## src/rtl/booth_r4_multiplier.sv

```systemverilog
// Sequential radix-4 Booth multiplier with a start/clear/done handshake.
// Two product bits per cycle; signed or unsigned operands are selected for each operation.
module booth_r4_multiplier #(
  parameter int WIDTH = 64
) (
  input  logic                 clk,
  input  logic                 reset,
  input  logic                 op_start,
  input  logic                 op_clear,
  input  logic                 signed_mode,
  input  logic [WIDTH-1:0]     multiplier,
  input  logic [WIDTH-1:0]     multiplicand,
  output logic                 busy,
  output logic                 op_done,
  output logic [2*WIDTH-1:0]   result
);

  localparam int N    = WIDTH + 2;
  localparam int ITER = N / 2;
  localparam int CW   = $clog2(ITER + 1);

  typedef enum logic [1:0] {IDLE, BUSY, DONE} state_t;

  state_t              state_reg, state_next;
  logic [N:0]          a_reg;       // {A, A[-1]}, shifted right two bits per step
  logic [2*N-1:0]      b_reg;       // sign-extended B, pre-scaled by 4^i
  logic [2*N-1:0]      acc_reg, acc_next, pp;
  logic [CW-1:0]       count_reg;
  logic [2*WIDTH-1:0]  result_reg;
  logic [N-1:0]        a_ext, b_ext;
  logic                last_iter;

  // The mode is captured through the two extension bits, so it needs no register of its own.
  assign a_ext = signed_mode ? {{2{multiplier[WIDTH-1]}}, multiplier}
                             : {2'b00, multiplier};
  assign b_ext = signed_mode ? {{2{multiplicand[WIDTH-1]}}, multiplicand}
                             : {2'b00, multiplicand};

  assign last_iter = (count_reg == CW'(ITER - 1));

  always_comb begin
    pp = '0;
    case (a_reg[2:0])
      3'b001, 3'b010: pp = b_reg;
      3'b011:         pp = b_reg << 1;
      3'b100:         pp = -(b_reg << 1);
      3'b101, 3'b110: pp = -b_reg;
      default:        pp = '0;
    endcase
    acc_next = acc_reg + pp;
  end

  always_comb begin
    state_next = state_reg;
    if (op_clear) begin
      state_next = IDLE;
    end else begin
      case (state_reg)
        IDLE:    if (op_start)  state_next = BUSY;
        BUSY:    if (last_iter) state_next = DONE;
        DONE:    state_next = DONE;
        default: state_next = IDLE;
      endcase
    end
  end

  always_ff @(posedge clk) begin
    if (reset) state_reg <= IDLE;
    else       state_reg <= state_next;
  end

  always_ff @(posedge clk) begin
    if (reset || op_clear) begin
      a_reg      <= '0;
      b_reg      <= '0;
      acc_reg    <= '0;
      count_reg  <= '0;
      result_reg <= '0;
    end else begin
      case (state_reg)
        IDLE: begin
          if (op_start) begin
            a_reg     <= {a_ext, 1'b0};
            b_reg     <= {{N{b_ext[N-1]}}, b_ext};
            acc_reg   <= '0;
            count_reg <= '0;
          end
        end
        BUSY: begin
          acc_reg   <= acc_next;
          a_reg     <= a_reg >> 2;
          b_reg     <= b_reg << 2;
          count_reg <= count_reg + CW'(1);
          if (last_iter) result_reg <= acc_next[2*WIDTH-1:0];
        end
        default: ;
      endcase
    end
  end

  assign busy    = (state_reg == BUSY);
  assign op_done = (state_reg == DONE);
  assign result  = result_reg;

endmodule

```

## config.mk

```make
export PLATFORM = sky130hd
export DESIGN_NAME = booth_r4_multiplier
export DESIGN_NICKNAME = d
export VERILOG_FILES = /design/src/rtl/booth_r4_multiplier.sv
export SDC_FILE = /design/constraint.sdc
export NUM_CORES = 1
export LEC_CHECK = 0
export CAP_MARGIN = 20
export CORE_ASPECT_RATIO = 1.5
export CORE_MARGIN = 1.5
export CORE_UTILIZATION = 60
export CTS_BUF_LIST = sky130_fd_sc_hd__clkbuf_16
export CTS_CLUSTER_DIAMETER = 30
export CTS_CLUSTER_SIZE = 16
export DETAILED_ROUTE_END_ITERATION = 7
export PLACE_DENSITY = 0.79
export SYNTH_ARGS = -nofsm -noshare
export SYNTH_HDL_FRONTEND = slang
export SYNTH_SLANG_ARGS = --single-unit
```

## constraint.sdc

```tcl
create_clock -name clk -period 17.1 [get_ports clk]
set_input_delay 3.42 -clock clk [delete_from_list [all_inputs] [get_ports clk]]
set_output_delay 3.42 -clock clk [all_outputs]
set_load 0.01 [all_outputs]
```

==> results of run 1 <==
## layer usage
| metal | vias to the layer above | track usage | wire length (µm) |
|---|---|---|---|
| met3 | 670 | 0.07838 | 9979 |
| met4 | 0 | 0.4440 | 14670 |
| met5 | - | 0 | 0 |
| met1 | 16370 | 0.4713 | 43750 |
| met2 | 1958 | 0.7361 | 59080 |
| li1 | 16210 | - | - |
## worst min-delay path: stages, from the launching register on
cell	delay (ns)
dfxtp_1	0.30
nand3_1	0.06
nand2_1	0.04
## path summary, 6_finish.rpt
kind	startpoint	end	slack, ns	cells after the start
worst max-delay path	b_reg[0]$_SDFFE_PP0P_	result[124]$_SDFFE_PP0P_	8.80	23
worst max register to register	b_reg[0]$_SDFFE_PP0P_	result[124]$_SDFFE_PP0P_	8.80	23
worst min register to register	result[97]$_SDFFE_PP0P_	result[97]$_SDFFE_PP0P_	0.45	2
worst min-delay path	result[97]$_SDFFE_PP0P_	result[97]$_SDFFE_PP0P_	0.45	2
## metrics by stage
step / worst slack, ns / power [µW] / instance area [µm²]
final: 8.800 / 3338 / 37840
after global routing: 8.441 / 3423 / 37840
after CTS: 9.111 / 3318 / 37830
after detailed placement: 9.200 / 1649 / 34970
after global placement: 9.260 / 1641 / 34970
after floorplan: 10.96 / 1489 / 32540
## power groups by stage
stage / clock (µW) / combinational [µW] / sequential, µW
2_1_floorplan: 0 / 359 / 1130
3_3_place_gp: 0 / 479 / 1160
3_5_place_dp: 0 / 485 / 1160
4_1_cts: 1690 / 491 / 1140
5_1_grt: 1740 / 540 / 1150
6_report: 1690 / 508 / 1140
## layout make-up
type | instances | area (µm²) | share of cell area
Inverter | 65 | 244.0 | 0.006448
Tap cell | 689 | 862.1 | 0.02278
Clock buffer | 81 | 2027 | 0.05357
Timing Repair Buffer | 304 | 2958 | 0.07817
Multi-Input combinational cell | 3580 | 21750 | 0.5747
Sequential cell | 458 | 9174 | 0.2424
Clock inverter | 68 | 827.0 | 0.02186
## cell families after synthesis
logic type	Yosys count	synth area share
compound gates	1465	0.2801
xor+xnor	256	0.06914
fa+ha+maj	134	0.05176
buf+inv	455	0.05338
flops	458	0.2818
mux	132	0.04061
simple gates	1593	0.2232
## layout by cell type, fill, tap and decap left out, drive strengths merged, types with 24 or more instances in the layout
master / Yosys / routed
dfxtp: 458 / 458
nor2: 460 / 460
a21oi: 445 / 445
buf: 35 / 40
nand3: 67 / 67
o21bai: 36 / 36
clkbuf: 355 / 83
o21ai: 395 / 395
nand4: 90 / 90
a31oi: 25 / 25
clkdlybuf4s50: 0 / 262
inv: 65 / 91
ha: 133 / 133
a211oi: 136 / 136
mux2i: 132 / 132
xnor2: 118 / 118
a22o: 64 / 64
or4: 27 / 27
nor4: 44 / 44
or2: 24 / 24
a21o: 38 / 38
a22oi: 146 / 146
nand2: 647 / 647
or3: 50 / 50
clkinv: 0 / 24
nor3: 98 / 98
xor2: 138 / 138
==> run metrics, run 1 <==
outcome finished with violations; failing checks DRC; CP max FO 9; clock buffer depth 3; max_slew headroom 0.1366; Syn Inst Count ~4500; sequential fraction of the synthesis area 0.2818; worst slew pin tran 1.282 ns; post_cts resized 0; clock power share 0.505; Leak about 0.014 µW; die area 55660 µm²; Worst path max stage delay 0.80 ns; Setup Skew approximately 0.024 ns; Worst-Skew Late Latency between 0.6 and 0.7 ns; Tmin final a little over 8 ns; Peak VDD IR 0.0001133 V; Switching Share 0.3117; ys async rst share 0; H-tree Lvls 3; final wirelength approximately 130000 µm; Max Slew Vio Count 0; Filler Cell Count around 4400; final worst path period share 0.4854; Critical path buffers and inverters 1; Crit Path Category flip-flop to flip-flop; vias post-DR roughly 35000; CP top delay family simple AND/OR/NAND/NOR gates; area of the core 53610 µm²; most common cell in the synthesized netlist nand2_1; Power Density roughly 88 nW/µm²; data required time of the critical path 17.68 ns; RSZ-0062 raised after global routing false; number of DRC markers in iteration 0 between 3000 and 4000; hold_buf cts 0; DRC viols 12; Seq pwr share 0.343; Internal Power around 2300 µW; Antenna Nets Post-Route 0; max-cap check violation count 0; Die X between 150 and 200 µm; Clock Tree Root clkbuf_16; placed insts about 5100; CTS tree built; fin cells about 5200; DR vias/cell 6.712; Antenna Cells 0; first-pass GRT wire length ~190000 µm; total track usage 0.4470; syn_nets approximately 4800; Avg Cell Area, Syn between 7 and 8 µm²; share of cells above drive strength 1 0.05487; CTS Sinks 458; EDFF count, synth 0; Worst Setup End Kind flip-flop; CTS buffer count 80; share of Yosys cell area claimed by the top area cell type 0.2818; Die H 288.2 µm; worst hold path type flip-flop to flip-flop; top cells by area, synth dfxtp_1, nand2_1, a21oi_1; Reg clk slew, reported paths around 0.060 ns; critical path arrival approximately 9 ns; IO buf count ~260; slowest CP cell o31ai_1; initial core utilization 0.6069; Mapped Area about 33000 µm²; NetSw 1040 µW; Area Overhead vs Synth 16.30%; Util after Layout 0.7058; num rows 104; ys flop type dfxtp_1; synth warn 0; vias in the first global route 33300; HPWL reported at the end of detailed placement slightly above 90000 µm; # nets final 4756; Setup Buffers After CTS 0; CP startpoint kind flip-flop; CP cell instances inv_1 -> ha_1 -> or4b_2 -> nor3_1 -> nand4_1 -> nor3_2 -> nand4_1 -> nor4_1 -> nand2_1 -> xor2_1 -> a221o_1 -> ha_1 -> nand2_1 -> o21ai_0 -> a21oi_1 -> a31oi_1 -> o21ai_0 -> o41ai_1 -> a21oi_1 -> o31ai_1 -> a221oi_1 -> or4_1 -> nand3_1; routed len/inst around 24 µm; drt first pass iters 8; setup_tns 0 ns; Hold Vio Cnt, Final 0; I/O pin total between 200 and 300; #FFs+latches synth 458; Synth top cells by count nand2_1, nor2_1, dfxtp_1; count of final setup violators 0; gp weighted congestion 1.100; largest area contributor in the netlist dfxtp_1; Synth cell types 84; worst hold margin 0.4497 ns; Peak Freq about 0.12 GHz; initial antenna violation count 1; proportion of power drawn by combinational gates 0.152; Overflow after GRT 0; largest net degree at the start of global routing about 220
No activity file was read; power rests on OpenSTA's default activity.
==> run 2: changes to the inputs <==
--- a/config.mk
+++ b/config.mk
@@ -8,12 +8,12 @@
 export CAP_MARGIN = 20
 export CORE_ASPECT_RATIO = 1.5
 export CORE_MARGIN = 1.5
-export CORE_UTILIZATION = 60
+export CORE_UTILIZATION = 54
 export CTS_BUF_LIST = sky130_fd_sc_hd__clkbuf_16
 export CTS_CLUSTER_DIAMETER = 30
 export CTS_CLUSTER_SIZE = 16
 export DETAILED_ROUTE_END_ITERATION = 7
-export PLACE_DENSITY = 0.79
+export PLACE_DENSITY = 0.75
 export SYNTH_ARGS = -nofsm -noshare
 export SYNTH_HDL_FRONTEND = slang
 export SYNTH_SLANG_ARGS = --single-unit
==> constraint.sdc (replaced) <==
create_clock -name clk -period 6.9 [get_ports clk]
set_input_delay 1.38 -clock clk [delete_from_list [all_inputs] [get_ports clk]]
set_output_delay 1.38 -clock clk [all_outputs]
set_load 0.01 [all_outputs]
==> run 2 against run 1 <==
  * The flow now finishes without violations
  * Setup slack got worse by 8.6 ns
  * Combinational power rose to 2.7 times the previous value
  * Flip-flop and latch count stayed put
  * Wire length grew 3.4%
  * Clock power grew to 2.5 times the previous value
  * Global-route usage decreased by 2.9 points
  * Sequential power grew 150%
  * Die area rose by 11%
  * Sequential share of layout area shrank 1.2 points
  * Utilization fell by 4.1 points
  * Non-clock buffer count rose by 181
  * Largest cell class unchanged
==> run metrics, run 2 (synthesis gave the netlist of run 1 again) <==
DRC viols 0; vias in the first global route between 30000 and 40000; CTS buffer count 84; R2R cell count 22; Sequential Area approximately 9200 µm²; Area Overhead vs Synth 22.12%; CTS Sinks between 400 and 500; initial core utilization 0.5447; initial antenna violation count 3; clock buffer depth 3; Antenna Cells 0; worst hold margin about 0.45 ns; Tmin final around 6.7 ns; Crit Path Category flip-flop to flip-flop; Overflow after GRT 0; most frequent cells in the layout nand2_1, dfxtp_1, nor2_1; CP max FO 8; Max Slew Vio Count 0; Power Density between 200 and 250 nW/µm²; fin cells roughly 5500; placed insts between 5000 and 6000; Reg2Reg Setup Slack around 0.17 ns; Place WS -0.3065 ns; CTS tree built; Peak VDD IR around 0.00022 V; Filler Cell Count about 5300; critical path arrival 7.29 ns; share of cells above drive strength 1 0.1024; first-pass GRT wire length 199100 µm; largest net degree at the start of global routing 194; die area 61760 µm²; CP startpoint kind flip-flop; Die X a little over 200 µm; max_slew headroom 0.2055; HPWL reported at the end of detailed placement 97280 µm; Seq pwr share 0.332; worst slew pin tran about 1.2 ns; Crit. Startpoint b_reg[53]$_SDFFE_PP0P_; clock power share 0.507; Worst Setup End Kind flip-flop; Antenna Nets Post-Route 0; worst hold path type flip-flop to flip-flop; outcome finished, final reports clean; Reg-to-Reg Start b_reg[53]$_SDFFE_PP0P_; IO buf count roughly 260; drt first pass iters 7; Worst-Skew Late Latency roughly 0.67 ns; # nets final about 5000; setup_tns 0 ns; final worst path period share 0.9757; Critical Path Sink acc_reg[122]$_SDFFE_PP0P_; data required time of the critical path 7.45 ns; I/O pin total 263; gp weighted congestion about 1.1; reg-to-reg critical path endpoint acc_reg[122]$_SDFFE_PP0P_; Min-Delay Path Depth 2; proportion of power drawn by combinational gates 0.161; count of final setup violators 0; Die H roughly 300 µm; DR vias/cell between 6 and 7; commonest non-fill, non-tap cell in the layout nand2_1; area of the core ~60000 µm²; Hold Vio Cnt, Final 0; routed len/inst between 20 and 25 µm; final worst slack around 0.17 ns; H-tree Lvls 3; RSZ-0062 raised after global routing true; Peak Freq between 0.1 and 0.15 GHz; total track usage 0.4179; Clock Tree Root clkbuf_16; vias post-DR approximately 35000; num rows 110; Leak approximately 0.015 µW; Internal Power slightly below 6000 µW; max-cap check violation count 0; final wirelength 131800 µm; Reg clk slew, reported paths roughly 0.06 ns; Switching Share 0.3127; Setup Skew 0.03605 ns; NetSw about 2700 µW; footprint of the multi-input gates between 20000 and 25000 µm²; number of DRC markers in iteration 0 about 3300
-- run 2: changes by cell type in the layout (fill, tap and decap cells not counted), sizes merged --
cell      change
buf         +183
clkinv        +9
clkinvlp      -2
bufinv        -1
clkbuf        +1
-- run 2: power groups by stage --
stage | Clock [µW] | Combinational [µW] | Sequential, µW
after global routing | 4450 | 1460 | 2820
final | 4300 | 1370 | 2820
after global placement | 0 | 1300 | 2870
after detailed placement | 0 | 1310 | 2870
after floorplan | 0 | 889 | 2800
after CTS | 4330 | 1320 | 2810
-- run 2: final cells by class --
class | count | share of cell area
repair buffers | 485 | 0.1104
multi-input cells | 3580 | 0.5530
clock buffers | 84 | 0.05290
well taps | 784 | 0.02469
inverters | 65 | 0.006140
clock inverters | 74 | 0.02192
flip-flops and latches | 458 | 0.2309
-- run 2: critical path, stage by stage (launching register included) --
cell,delay (ns)
dfxtp_1,0.40
or4_1,0.62
or2_1,0.31
or4_1,0.56
nand2b_1,0.21
or3_1,0.42
nor3_1,0.35
nand2_1,0.18
o21ai_0,0.18
a22oi_1,0.10
o21ai_1,0.39
ha_2,0.47
a21oi_1,0.21
o21ai_0,0.16
a21oi_1,0.18
o21ai_0,0.16
a211oi_1,0.43
o2111ai_1,0.31
nand3_1,0.27
o221ai_1,0.18
xor2_1,0.17
buf_4,0.16
a22o_1,0.19
-- run 2: layer usage --
layer	vias to the layer above	global-route usage	part of all wire
met4	2	0.3835	0.11
met1	16660	0.4473	0.35
met2	1663	0.7008	0.47
li1	16620	-	-
met5	-	0	0.000076
met3	528	0.06671	0.071
-- run 2: timing repair --
action,in CTS,in global routing
resized for setup,7,53
hold buffers,0,0
setup endpoints to repair,7,111
pin swaps,0,6
gates cloned,0,0
setup buffers,0,5
-- run 2: stage by stage --
step / total power [µW] / util / instance area [µm²]
2_1_floorplan: 3689 / - / 32540
3_3_place_gp: 4166 / 0.6109 / 36490
3_5_place_dp: 4178 / 0.6109 / 36490
4_1_cts: 8463 / 0.6611 / 39490
5_1_grt: 8740 / 0.6652 / 39730
6_report: 8482 / 0.6652 / 39730
-- run 2: how the worst min path moves through the flow --
stage | from | endpoint
6_report | result[62]$_SDFFE_PP0P_ | result[62]$_SDFFE_PP0P_
3_3_place_gp | result[78]$_SDFFE_PP0P_ | result[78]$_SDFFE_PP0P_
5_1_grt | result[44]$_SDFFE_PP0P_ | result[44]$_SDFFE_PP0P_
3_5_place_dp | result[78]$_SDFFE_PP0P_ | result[78]$_SDFFE_PP0P_
4_1_cts | result[78]$_SDFFE_PP0P_ | result[78]$_SDFFE_PP0P_
2_1_floorplan | acc_reg[104]$_SDFFE_PP0P_ | acc_reg[104]$_SDFFE_PP0P_
